File: src/rtl/global_pkg.sv
// global_pkg: shared system constants and types.
// Holds the UART clocking constants and the receiver FSM state type.
package global_pkg;

  localparam int FREQ_CLK = 100000000;
  localparam int TX_SPEED = 115200;

  typedef enum logic [1:0] {
    IDLE,
    START,
    DATA,
    STOP
  } uart_rx_state_t;

endpackage

File: src/rtl/uart_rx_sync.sv
// uart_rx_sync: RXD synchronizer, falling-edge detect, sample line.
// UART_RX_MAJORITY_EN votes the sample over the last 3 synced values.
module uart_rx_sync (
  input  logic Clk,
  input  logic Rst,
  input  logic rxd,
  output logic line,
  output logic fall
);

  logic s1;
  logic s2;
  logic prev;

  always_ff @(posedge Clk) begin
    if (Rst) begin
      s1   <= 1'b1;
      s2   <= 1'b1;
      prev <= 1'b1;
      fall <= 1'b0;
    end else begin
      s1   <= rxd;
      s2   <= s1;
      prev <= s2;
      fall <= prev & ~s2;
    end
  end

`ifdef UART_RX_MAJORITY_EN
  logic prev2;

  always_ff @(posedge Clk) begin
    if (Rst) begin
      prev2 <= 1'b1;
    end else begin
      prev2 <= prev;
    end
  end

  assign line = (s2 & prev) | (s2 & prev2) | (prev & prev2);
`else
  assign line = s2;
`endif

endmodule

File: src/rtl/uart_rx.sv
// uart_rx: 8N1 serial receiver presenting bytes on a valid/ack port.
// Build option: UART_RX_MAJORITY_EN enables 3-sample majority voting.
module uart_rx #(
  parameter int FREQ_CLK = global_pkg::FREQ_CLK,
  parameter int TX_SPEED = global_pkg::TX_SPEED
) (
  input  logic       Clk,
  input  logic       Rst,
  input  logic       RXD,
  output logic [7:0] Data_Out,
  output logic       Data_Valid,
  input  logic       Data_Ack,
  output logic       Frame_Error,
  output logic       Overrun
);

  import global_pkg::*;

  localparam int BIT_CYCLES = FREQ_CLK / TX_SPEED;
  localparam int HALF       = BIT_CYCLES / 2;
  localparam int CW         = $clog2(BIT_CYCLES);

  localparam logic [CW-1:0] HALF_M1 = CW'(HALF - 1);
  localparam logic [CW-1:0] BIT_M1  = CW'(BIT_CYCLES - 1);

  uart_rx_state_t state;
  uart_rx_state_t state_n;

  logic [CW-1:0] cnt;
  logic [2:0]    idx;
  logic [7:0]    shreg;
  logic          line;
  logic          fall;
  logic          bit_hit;
  logic          half_hit;
  logic          stop_hit;

  uart_rx_sync u_sync (
    .Clk  (Clk),
    .Rst  (Rst),
    .rxd  (RXD),
    .line (line),
    .fall (fall)
  );

  assign bit_hit  = (cnt == BIT_M1);
  assign half_hit = (cnt == HALF_M1);
  assign stop_hit = (state == STOP) && bit_hit;

  always_comb begin
    state_n = state;
    unique case (state)
      IDLE:    if (fall) state_n = START;
      START:   if (half_hit) state_n = line ? IDLE : DATA;
      DATA:    if (bit_hit && idx == 3'd7) state_n = STOP;
      STOP:    if (bit_hit) state_n = IDLE;
      default: state_n = IDLE;
    endcase
  end

  always_ff @(posedge Clk) begin
    if (Rst) begin
      state <= IDLE;
      cnt   <= '0;
      idx   <= '0;
      shreg <= '0;
    end else begin
      state <= state_n;
      if (state_n != state || state == IDLE || bit_hit) begin
        cnt <= '0;
      end else begin
        cnt <= cnt + 1'b1;
      end
      if (state == START) begin
        idx <= '0;
      end else if (state == DATA && bit_hit) begin
        shreg[idx] <= line;
        idx        <= idx + 3'd1;
      end
    end
  end

  // A finished byte may replace the held one only when it is acked now.
  always_ff @(posedge Clk) begin
    if (Rst) begin
      Data_Out    <= '0;
      Data_Valid  <= 1'b0;
      Frame_Error <= 1'b0;
      Overrun     <= 1'b0;
    end else begin
      Frame_Error <= stop_hit && !line;
      Overrun     <= 1'b0;
      if (Data_Valid && Data_Ack) begin
        Data_Valid <= 1'b0;
      end
      if (stop_hit && line) begin
        if (!Data_Valid || Data_Ack) begin
          Data_Out   <= shreg;
          Data_Valid <= 1'b1;
        end else begin
          Overrun <= 1'b1;
        end
      end
    end
  end

endmodule

File: config.mk
export PLATFORM = sky130hd
export DESIGN_NAME = uart_rx
export DESIGN_NICKNAME = d
export VERILOG_FILES = /design/src/rtl/global_pkg.sv /design/src/rtl/uart_rx_sync.sv /design/src/rtl/uart_rx.sv
export SDC_FILE = /design/constraint.sdc
export NUM_CORES = 1
export LEC_CHECK = 0
export ABC_AREA = 1
export BUFFER_PORTS_ARGS = -buffer_cell sky130_fd_sc_hd__buf_2
export CORE_MARGIN = 2
export CORE_UTILIZATION = 50
export CTS_BUF_LIST = sky130_fd_sc_hd__clkbuf_4 sky130_fd_sc_hd__clkbuf_8 sky130_fd_sc_hd__clkbuf_16
export DETAILED_ROUTE_END_ITERATION = 6
export GPL_TIMING_DRIVEN = 0
export PLACE_DENSITY_LB_ADDON = 0.3
export SETUP_SLACK_MARGIN = 0.5
export SYNTH_ARGS = -nofsm -noshare
export SYNTH_HDL_FRONTEND = slang
export SYNTH_SLANG_ARGS = --single-unit
File: constraint.sdc
create_clock -name Clk -period 4.3 [get_ports Clk]
set_input_delay 0.43 -clock Clk [delete_from_list [all_inputs] [get_ports Clk]]
set_output_delay 0.43 -clock Clk [all_outputs]
set_load 0.02 [all_outputs]
==> impl_summary.txt <==
----------------------------------------------------
[Layout]
  Post-layout instance area ... a little over 2000 um^2
  Final std cells w/o fill ... 313
  Most common cell after layout, fill and taps aside ... sky130_fd_sc_hd__nor2_1
  End-of-flow core utilization ... 0.570
  Most frequent cells in the layout ... sky130_fd_sc_hd__nor2_1 (46), sky130_fd_sc_hd__nand2_1 (42), sky130_fd_sc_hd__dfxtp_1 (38), sky130_fd_sc_hd__inv_1 (37), sky130_fd_sc_hd__buf_2 (14)
  Proportion of layout cells with a drive suffix above 1 ... 0.181
  Growth of design area from synthesis to finish ... 11.6%
  Total number of nets in the final design ... between 200 and 300
  Count of inserted antenna diode cells ... 0

[Timing]
  RSZ-0062 raised after global routing ... false
  Share of the clock period used by the worst path ... 0.382
  Final Max Slew Viols ... 0
  Setup violation total in the final timing report ... 0
  Sum of negative setup slack ... 0 ns
  Max_slew headroom ... 0.724
  Measured slew at the worst slew-check pin ... about 0.41 ns
  Achievable clock frequency ... between 600 and 700 MHz
  Total count of hold-check failures in the final report ... 0
  Post-layout minimum cycle time ... 1.64 ns
  Skew final ... ~0.0072 ns

[Setup path]
  Critical path type ... reg -> reg
  Critical path startpoint category ... register
  Critical Path AT ... ~1.8 ns
  CP endpoint kind ... register
  Critical path's slowest cell ... sky130_fd_sc_hd__dfxtp_1
  Slowest cell delay on critical path ... 0.38 ns
  Worst EP required ... 4.50 ns
  Cell breakdown of the critical path ... ha_1 -> nand3_4 -> nor2_4 -> nand3_4 -> nor2_4 -> nand3_1 -> nand2_1 -> nor2_1
  Reg-to-reg critical path endpoint ... shreg[6]$_SDFFE_PP0P_
  CP Max Fanout ... 9
  Startpoint of the most critical register-to-register path ... cnt[0]$_SDFF_PP0_
  Number of cell instances on the worst register-to-register path ... 8
  Register-to-Register Setup Slack ... between 2 and 3 ns

[Floorplanning]
  Initial cell density of the core ... 0.510
  Total Die Area ... between 4000 and 5000 um^2
  Overall die height ... ~65 um
  Floorplan row count ... 22
  Floorplan Core Area ... ~3600 um^2
  Die X ... about 65 um
  IO Count ... 15

[Clock network]
  H-Tree Depth ... 2
  Post-CTS setup repair buffer count ... 0
  Clock transition at the register clock pins on the worst setup and hold paths after CTS ... about 0.070 ns
  Cts-stage hold buffer count ... 0
  Buffer depth of the longest clock path ... 2
  TritonCTS clock tree ... done
  Clock root buffer master ... sky130_fd_sc_hd__clkbuf_8
  Number of sinks driven by the clock tree ... 38
  Number of buffers added by the clock tree synthesis step ... 5
  Resize count post-CTS ... 0
  Skew-Pair Late Insertion Delay ... roughly 0.3 ns

[Drt]
  Iter 0 DRT Violations ... 45
  Detailed-router iteration count before antenna repair ... 4
  Via density per instance ... 4.62
  Vias ... between 1000 and 1500
  Antenna-violating nets left ... 0
  Count of unresolved DRC violations after routing ... 0
  Total routed wirelength ... ~3.0 mm
  DR WL/cell ... 9.65 um

[Placement]
  Buffers on Ports ... 14
  Routability Congestion ... 0.829
  Cell Count Post-Placement ... just over 300
  Placed Instance Area ... between 1500 and 2000 um^2
  Post-detailed-placement half-perimeter wirelength ... approximately 2.2 mm

[Power]
  Cell leakage power ... a little under 0.0009 uW
  Peak ir drop on the vdd network ... roughly 0.17 mV
  PD cells ... 308 nW/um^2

[GRT]
  Number of antenna violations at the first check in global routing ... 0
  First-pass GRT wire length ... between 5 and 6 mm
  Pin count of the biggest net entering global routing ... 11
  Via count of the first global-routing pass ... roughly 1300
  Global route overflow ... 0
  Global-route usage over all layers ... 0.176

[Synthesis]
  Synth top area share ... 0.413
  Area contributors post-synth ... sky130_fd_sc_hd__dfxtp_1 (41%), sky130_fd_sc_hd__nor2_1 (9.4%), sky130_fd_sc_hd__nand2_1 (8.6%)
  Post-Syn Instances ... between 200 and 250
  Distinct cells, synth ... 26
  #FFs+latches synth ... 38
  Largest area contributor in the synthesized netlist ... sky130_fd_sc_hd__dfxtp_1
  Total of warnings raised by yosys ... 0
  Main flop type after synthesis ... sky130_fd_sc_hd__dfxtp_1
  Mean Syn Cell Area ... roughly 7.5 um^2
  Fraction of registers with async set/reset ... 0
  Proportion of synthesized chip area in sequential cells ... 0.413
  Net count after synthesis ... around 250
  EDFF count, synth ... 0
  Area of the mapped netlist ... about 1800 um^2

[Worst hold path]
  Worst Hold Path Cells ... 2
  Worst hold path startpoint ... RXD
  Class of the most critical hold timing path ... in -> reg
  Hold Path Sink ... u_sync.s1$_SDFF_PP1_

[Run status]
  Status ... finished clean

[Flow run]
  Max-cap viol count ... 0

----------------------------------------------------
[layout make-up]
type / instances / area [um^2]
multi-input combinational: 156 / 855
inverter: 48 / 208
sequential: 38 / 761
buffer: 2 / 17.5
tap: 48 / 60.1
fill: 358 / 1550
clock buffer: 7 / 83.8
timing repair buffer: 14 / 70.1
[how the worst max path moves through the flow]
stage / to / startpoint / slack (ns)
global placement: shreg[6]$_SDFFE_PP0P_ / cnt[0]$_SDFF_PP0_ / 2.67
finish: shreg[6]$_SDFFE_PP0P_ / cnt[0]$_SDFF_PP0_ / 2.66
CTS: shreg[4]$_SDFFE_PP0P_ / cnt[0]$_SDFF_PP0_ / 2.64
global route: shreg[5]$_SDFFE_PP0P_ / cnt[0]$_SDFF_PP0_ / 2.47
detailed placement: shreg[6]$_SDFFE_PP0P_ / cnt[0]$_SDFF_PP0_ / 2.66
floorplan: shreg[0]$_SDFFE_PP0P_ / cnt[0]$_SDFF_PP0_ / 2.84
[report_power, final]
part | total [uW] | internal (uW) | switching (uW)
registers | 362 | 356 | 5.32
logic | 32.9 | 12.4 | 20.5
clock network | 239 | 124 | 115
[state kept, by name, indices dropped and copies added (netlist names)]
signal and cells:
cnt 10, Data_Out 8, shreg 8, idx 3
state 2, Data_Valid 1, Frame_Error 1, Overrun 1
u_sync.fall 1, u_sync.line 1, u_sync.prev 1, u_sync.s1 1
[synthesized netlist by cell type, types with 3 or more instances]
cell type,instances
sky130_fd_sc_hd__nand4_1,10
sky130_fd_sc_hd__xor2_1,5
sky130_fd_sc_hd__nand2_2,4
sky130_fd_sc_hd__nor2_1,46
sky130_fd_sc_hd__nand3_4,4
sky130_fd_sc_hd__xnor2_1,3
sky130_fd_sc_hd__nand3_1,12
sky130_fd_sc_hd__inv_1,37
sky130_fd_sc_hd__ha_1,4
sky130_fd_sc_hd__nor2_4,4
sky130_fd_sc_hd__nand2_1,42
sky130_fd_sc_hd__inv_2,7
sky130_fd_sc_hd__dfxtp_1,38
sky130_fd_sc_hd__a21oi_1,11
[cells by family (layout without fill, tap and decap cells)]
logic type	count (synthesis)	in the layout	synth area share
and+or+nand+nor	130	130	0.358
buffers and inverters	50	71	0.122
DFF	38	38	0.413
AOI/OAI and AO/OA	14	14	0.0408
xor gates and xnor gates	8	8	0.0381
adders and majority gates	4	4	0.0272
[per-stage QoR]
stage	total power (uW)	hold WS [ns]	setup slack (ns)
final	634	0.314	2.66
after global routing	662	0.321	2.47
after CTS	642	0.311	2.64
after detailed placement	403	0.393	2.66
after global placement	402	0.393	2.67
after floorplan	394	0.389	2.84
[routing by layer]
metal	GRT usage	routed length [um]	vias to the layer above
met5	0	0	-
met4	0.112	93	0
met3	0.0417	134	8
met2	0.238	1170	27
met1	0.249	1620	623
li1	-	-	789
[worst max-delay path: cells and delay by family (launching register included)]
kind                       cells  cell delay [ns]
DFF                            1             0.38
adders and majority gates      1             0.28
and+or+nand+nor                7             0.87
No activity file was read; power rests on OpenSTA's default activity.
